<file path="src/rtl/wu_stats_multi.sv">
// Multi-channel wake-up statistics: classifies synchronised wake-up edges against
// trigger windows per channel and exposes coherent snapshots through one 32-bit readout.
module wu_stats_multi #(
    parameter int N_CH        = 4,
    parameter int CNT_W       = 20,
    parameter int LAT_W       = 32,
    parameter int SYNC_STAGES = 2,
    localparam int CH_W       = (N_CH > 1) ? $clog2(N_CH) : 1
) (
    input  logic              clki,
    input  logic              reset,
    input  logic              trig_in,
    input  logic [N_CH-1:0]   wake_up,
    input  logic [LAT_W-1:0]  win_len,
    input  logic              clear,
    input  logic              snap,
    input  logic [CH_W-1:0]   rd_ch,
    input  logic [2:0]        rd_sel,
    output logic [31:0]       rd_data,
    output logic              snap_done
);

    typedef enum logic [1:0] {IDLE, ARMED, HIT} chState_e;

    logic [N_CH-1:0]  syncQ [SYNC_STAGES];
    logic [N_CH-1:0]  wakePrevQ;
    logic             trigPrevQ;
    logic [N_CH-1:0]  hit;
    logic             trigP;
    logic [LAT_W-1:0] winLast;

    chState_e         stateQ    [N_CH];
    chState_e         stateD    [N_CH];
    logic [LAT_W-1:0] latQ      [N_CH];
    logic [LAT_W-1:0] latD      [N_CH];
    logic [LAT_W-1:0] latInc    [N_CH];
    logic [N_CH-1:0]  closeWin;
    logic [CNT_W-1:0] tpQ       [N_CH];
    logic [CNT_W-1:0] tpD       [N_CH];
    logic [CNT_W-1:0] fpQ       [N_CH];
    logic [CNT_W-1:0] fpD       [N_CH];
    logic [CNT_W-1:0] missQ     [N_CH];
    logic [CNT_W-1:0] missD     [N_CH];
    logic [LAT_W-1:0] lastLatQ  [N_CH];
    logic [LAT_W-1:0] lastLatD  [N_CH];
    logic [LAT_W-1:0] maxLatQ   [N_CH];
    logic [LAT_W-1:0] maxLatD   [N_CH];
    logic [CNT_W-1:0] totalQ;
    logic [CNT_W-1:0] totalD;

    logic [CNT_W-1:0] shTpQ      [N_CH];
    logic [CNT_W-1:0] shFpQ      [N_CH];
    logic [CNT_W-1:0] shMissQ    [N_CH];
    logic [LAT_W-1:0] shLastLatQ [N_CH];
    logic [LAT_W-1:0] shMaxLatQ  [N_CH];
    logic [CNT_W-1:0] shTotalQ;

    logic [31:0]      rdDataQ;
    logic [31:0]      rdDataD;
    logic             snapDoneQ;

    function automatic logic [CNT_W-1:0] satInc(input logic [CNT_W-1:0] v);
        return (&v) ? v : v + CNT_W'(1);
    endfunction

    assign hit     = syncQ[SYNC_STAGES-1] & ~wakePrevQ;
    assign trigP   = trig_in & ~trigPrevQ;
    // A zero window length behaves like a one-cycle window.
    assign winLast = (win_len == '0) ? '0 : win_len - LAT_W'(1);

    always_comb begin
        for (int i = 0; i < N_CH; i++) begin
            latInc[i]   = (&latQ[i]) ? latQ[i] : latQ[i] + LAT_W'(1);
            closeWin[i] = (latQ[i] >= winLast) || (&latQ[i]);
        end
    end

    always_comb begin
        totalD = totalQ;
        if (clear) begin
            totalD = '0;
        end else if (trigP) begin
            totalD = satInc(totalQ);
        end
        for (int i = 0; i < N_CH; i++) begin
            stateD[i]   = stateQ[i];
            latD[i]     = latQ[i];
            tpD[i]      = tpQ[i];
            fpD[i]      = fpQ[i];
            missD[i]    = missQ[i];
            lastLatD[i] = lastLatQ[i];
            maxLatD[i]  = maxLatQ[i];
            if (clear) begin
                stateD[i]   = IDLE;
                latD[i]     = '0;
                tpD[i]      = '0;
                fpD[i]      = '0;
                missD[i]    = '0;
                lastLatD[i] = '0;
                maxLatD[i]  = '0;
            end else if (trigP) begin
                // A trigger always opens a fresh window; a coincident hit belongs to it.
                if (stateQ[i] == ARMED) begin
                    missD[i] = satInc(missQ[i]);
                end
                latD[i] = '0;
                if (hit[i]) begin
                    tpD[i]      = satInc(tpQ[i]);
                    lastLatD[i] = '0;
                    stateD[i]   = HIT;
                end else begin
                    stateD[i]   = ARMED;
                end
            end else begin
                case (stateQ[i])
                    IDLE: begin
                        if (hit[i]) begin
                            fpD[i] = satInc(fpQ[i]);
                        end
                    end
                    ARMED: begin
                        latD[i] = latInc[i];
                        if (hit[i]) begin
                            tpD[i]      = satInc(tpQ[i]);
                            lastLatD[i] = latQ[i];
                            maxLatD[i]  = (latQ[i] > maxLatQ[i]) ? latQ[i] : maxLatQ[i];
                            stateD[i]   = closeWin[i] ? IDLE : HIT;
                        end else if (closeWin[i]) begin
                            missD[i]  = satInc(missQ[i]);
                            stateD[i] = IDLE;
                        end
                    end
                    HIT: begin
                        latD[i] = latInc[i];
                        if (hit[i]) begin
                            fpD[i] = satInc(fpQ[i]);
                        end
                        if (closeWin[i]) begin
                            stateD[i] = IDLE;
                        end
                    end
                    default: begin
                        stateD[i] = IDLE;
                    end
                endcase
            end
        end
    end

    // Out-of-range channels and unused selectors read as zero.
    always_comb begin
        rdDataD = '0;
        if (int'(rd_ch) < N_CH) begin
            case (rd_sel)
                3'd0:    rdDataD = 32'(shTpQ[rd_ch]);
                3'd1:    rdDataD = 32'(shFpQ[rd_ch]);
                3'd2:    rdDataD = 32'(shMissQ[rd_ch]);
                3'd3:    rdDataD = 32'(shLastLatQ[rd_ch]);
                3'd4:    rdDataD = 32'(shMaxLatQ[rd_ch]);
                3'd5:    rdDataD = 32'(shTotalQ);
                default: rdDataD = '0;
            endcase
        end
    end

    always_ff @(posedge clki or posedge reset) begin
        if (reset) begin
            for (int s = 0; s < SYNC_STAGES; s++) begin
                syncQ[s] <= '0;
            end
            wakePrevQ <= '0;
            trigPrevQ <= 1'b0;
            totalQ    <= '0;
            shTotalQ  <= '0;
            rdDataQ   <= '0;
            snapDoneQ <= 1'b0;
            for (int i = 0; i < N_CH; i++) begin
                stateQ[i]     <= IDLE;
                latQ[i]       <= '0;
                tpQ[i]        <= '0;
                fpQ[i]        <= '0;
                missQ[i]      <= '0;
                lastLatQ[i]   <= '0;
                maxLatQ[i]    <= '0;
                shTpQ[i]      <= '0;
                shFpQ[i]      <= '0;
                shMissQ[i]    <= '0;
                shLastLatQ[i] <= '0;
                shMaxLatQ[i]  <= '0;
            end
        end else begin
            syncQ[0] <= wake_up;
            for (int s = 1; s < SYNC_STAGES; s++) begin
                syncQ[s] <= syncQ[s-1];
            end
            wakePrevQ <= syncQ[SYNC_STAGES-1];
            trigPrevQ <= trig_in;
            totalQ    <= totalD;
            rdDataQ   <= rdDataD;
            snapDoneQ <= snap;
            // Shadows take the registered live values, so same-cycle events and clears are excluded.
            if (snap) begin
                shTotalQ <= totalQ;
            end
            for (int i = 0; i < N_CH; i++) begin
                stateQ[i]   <= stateD[i];
                latQ[i]     <= latD[i];
                tpQ[i]      <= tpD[i];
                fpQ[i]      <= fpD[i];
                missQ[i]    <= missD[i];
                lastLatQ[i] <= lastLatD[i];
                maxLatQ[i]  <= maxLatD[i];
                if (snap) begin
                    shTpQ[i]      <= tpQ[i];
                    shFpQ[i]      <= fpQ[i];
                    shMissQ[i]    <= missQ[i];
                    shLastLatQ[i] <= lastLatQ[i];
                    shMaxLatQ[i]  <= maxLatQ[i];
                end
            end
        end
    end

    assign rd_data   = rdDataQ;
    assign snap_done = snapDoneQ;

endmodule

</file>
<file path="config.mk">
export PLATFORM = sky130hd
export DESIGN_NAME = wu_stats_multi
export DESIGN_NICKNAME = d
export VERILOG_FILES = /design/src/rtl/wu_stats_multi.sv
export SDC_FILE = /design/constraint.sdc
export NUM_CORES = 2
export LEC_CHECK = 0
export CORE_ASPECT_RATIO = 0.5
export CORE_MARGIN = 3
export CORE_UTILIZATION = 42
export CTS_BUF_LIST = sky130_fd_sc_hd__clkbuf_2
export DETAILED_ROUTE_END_ITERATION = 7
export PLACE_DENSITY = 0.61
export SETUP_SLACK_MARGIN = 0.1
export SLEW_MARGIN = 20
export SYNTH_ARGS = -nofsm -noshare
export SYNTH_HDL_FRONTEND = slang
export SYNTH_SLANG_ARGS = --single-unit
</file>
<file path="constraint.sdc">
create_clock -name clki -period 42.2 [get_ports clki]
set_clock_uncertainty 0.15 [all_clocks]
set_input_delay 6.33 -clock clki [delete_from_list [all_inputs] [get_ports clki]]
set_output_delay 6.33 -clock clki [all_outputs]
set_load 0.03 [all_outputs]
</file>
==> results.yml <==
layout:
  area_delta_synth_final_pct: 8.620
  seq_area_um2: 30380
  fin_area_um2: 67020
  nNetsFinal: 6080
  finalNonFillerCells: 7860
  layout_commonest_cell: "dfrtp_1"
  fill_cells: 13330
  layout-drive-gt1-share: 0.2099
  multiInputGateArea_um2: 29660
  final_cell_mix: "dfrtp_1, mux2_2, nor2_1"
clocking:
  cts_tree: "yes"
  root_buffer: "clkbuf_2"
  numCtsBuffers: 300
  cts_buffer_depth: 4
  hold_buffers: 0
  cts.sinks: 1214
  htree_levels: 5
  clk_pin_slew_ps: 110
  cts_setup_buffers: 0
  ctsResizeCount: 0
  clk_latency_ps: 1650
global_routing:
  track_usage: 0.2438
  grt_overflow: 0
  grt_pass1_vias: 45340
  grt_pass1_wl_um: 284100
  antenna_found_initial: 11
  grt_max_degree: 184
synthesis:
  ys.flop_type: "dfrtp_1"
  yosysWarningCount: 0
  ys_seq_area_frac: 0.4923
  netlist_area_um2: 61710
  yosysTopAreaCell: "dfrtp_1"
  syn_avg_cell_area_um2: 11.10
  synth.area.top_cells: "dfrtp_1, mux2_2, ha_1"
  syn-num-nets: 5891
  yosysUniqueCellTypes: 91
  synth-edff-count: 0
  synthArstFlopShare: 1.000
  ys_seq_elements: 1214
  yosys.area.top_type_share: 0.4923
  syn-instance-count: 5558
die:
  fp.dieH_um: 277.0
  rows: 98
  dieArea_um2: 151800
  pin_count: 79
  coreArea_um2: 144300
  start_util: 0.4276
  die_w_um: 548.1
min_path:
  hp-class: "flip-flop to flip-flop"
placement:
  portBuffers: 78
  gp_routability_congestion: 0.9033
  dpl_cell_area_um2: 64710
  pre_cts_ws_ps: 29650
  dpl.hpwl_um: 129300
  dp.cells: 7395
detailed_routing:
  drt-initial-drc-count: 3680
  drc_errors: 0
  routedWlPerCell_um: 23.71
  dr.pass1.iters: 6
  ant_nets: 0
  vias: 44950
  vias_per_cell: 5.719
  drt-total-wl_um: 186400
sta:
  setup_ws_ps: 31080
  setup_violations: 0
  slew_violations: 0
  hold_viol_final: 0
  whs_ps: 156.7
  tightest_slew_ps: 1106
  rsz0062_at_grt: "false"
  period_share: 0.2635
  slew_headroom: 0.2562
  period_needed_ps: 11120
  finalSetupTns_ps: 0
  timing.fmax_ghz: 0.08993
worst_setup_path:
  critical_path_required_ps: 43520
  endpoint_kind: "flip-flop"
  critPathMaxFanout: 12
  crit_arrival_ps: 12440
  cp-start-kind: "input port"
  worstSetupPathType: "input port to flip-flop"
power_and_ir_drop:
  power_leakage_nw: 31.05
  power.density_nw_per_um2: 30.96
  ir_worst_vdd_v: 0.00002517
outcome:
  status: "finished, final reports clean"
flow_run:
  drv_cap: 0
==> worst paths after layout <==
check,startpoint,endpoint,slack [ps],cells past startpoint
worst max-delay path,win_len[0],missQ[19],31080,21
worst min-delay path,syncQ[4],syncQ[0],160,0
worst max register to register,latQ[91],maxLatQ[76],37660,11
worst min register to register,syncQ[4],syncQ[0],160,0
max in group asynchronous,reset,shMaxLatQ[80],32150,7
min in group asynchronous,reset,shFpQ[8],5170,2
==> state kept, by name, summed over array words and instances, names as in the netlist, 4 cells and up <==
register,cells
fpQ,80
lastLatQ,128
latQ,128
maxLatQ,128
missQ,80
rd_data,32
shFpQ,80
shLastLatQ,128
shMaxLatQ,128
shMissQ,80
shTotalQ,20
shTpQ,80
stateQ,8
syncQ,8
totalQ,20
tpQ,80
wakePrevQ,4
==> cells in the mapped netlist, types with 6 or more instances <==
master	number
buf_1	22
nand2b_1	17
nand4_1	136
xor2_1	184
or4_1	21
a31oi_1	7
mux2i_1	138
a22oi_1	62
and3_1	44
a21oi_1	151
xnor2_1	126
a31o_2	6
inv_1	186
o211ai_1	8
mux4_2	124
and2_1	18
nand2_1	522
nor3b_1	43
a32oi_1	33
or2_2	9
a211oi_1	8
o21ai_0	201
and4_1	43
nor4_1	43
ha_1	287
or3_1	48
dfrtp_1	1214
nor2b_1	44
o31ai_1	23
nor2_1	534
buf_2	18
mux2_2	544
nor4b_1	8
clkbuf_1	234
nand3_1	172
nand3b_1	9
o21a_1	18
a21o_1	48
a22o_1	12
nor3_1	105
==> layer usage <==
layer	routed length, µm	track usage	share of wire
met2	85450	0.3799	0.46
met1	81380	0.3290	0.44
met4	8224	0.1110	0.044
met5	31	0	0.00017
met3	11260	0.04850	0.060
==> worst max-delay path, cell delays in order <==
cell             delay [ps]
clkdlybuf4s50_1         460
inv_1                   120
ha_1                    210
nor3b_1                 480
nand3b_1                270
nor2_1                  360
nand2_1                 180
or2_2                   340
nor4_1                  310
xor2_1                  180
nand2_1                 180
ha_1                    330
nand4_1                 140
nor4_1                  590
a221oi_1                210
o211ai_1                240
nor4_2                   90
buf_4                   220
nor3_2                  680
nand4_1                 190
mux2_2                  300
==> report_power, final <==
group | internal (W) | switching, W
clock | 0.000265 | 0.000481
combinational | 0.0000432 | 0.000101
sequential | 0.00117 | 0.0000123
total | 0.00148 | 0.000594
==> kinds of logic after synthesis <==
family,synth area share
xor+xnor,0.04400
flops,0.4923
fa+ha+maj,0.05819
compound gates,0.06537
mux,0.1669
buf+inv,0.02894
simple gates,0.1443
==> through the flow <==
step | total power [W] | util
6_report | 0.002075 | 0.4644
4_1_cts | 0.002101 | 0.4643
3_5_place_dp | 0.001353 | 0.4484
2_1_floorplan | 0.001302 | -
3_3_place_gp | 0.001349 | 0.4483
5_1_grt | 0.002175 | 0.4644
==> area by class of cell <==
| cell class | count | area share |
|---|---|---|
| sequential | 1214 | 0.4533 |
| multi-input combinational | 3879 | 0.4425 |
| tap | 1950 | 0.03640 |
| clock buffer | 404 | 0.03017 |
| timing repair buffer | 166 | 0.02287 |
| inverter | 186 | 0.01053 |
| clock inverter | 55 | 0.004032 |
| antenna | 6 | 0.0002240 |
Power figures use the tool's default switching activity.
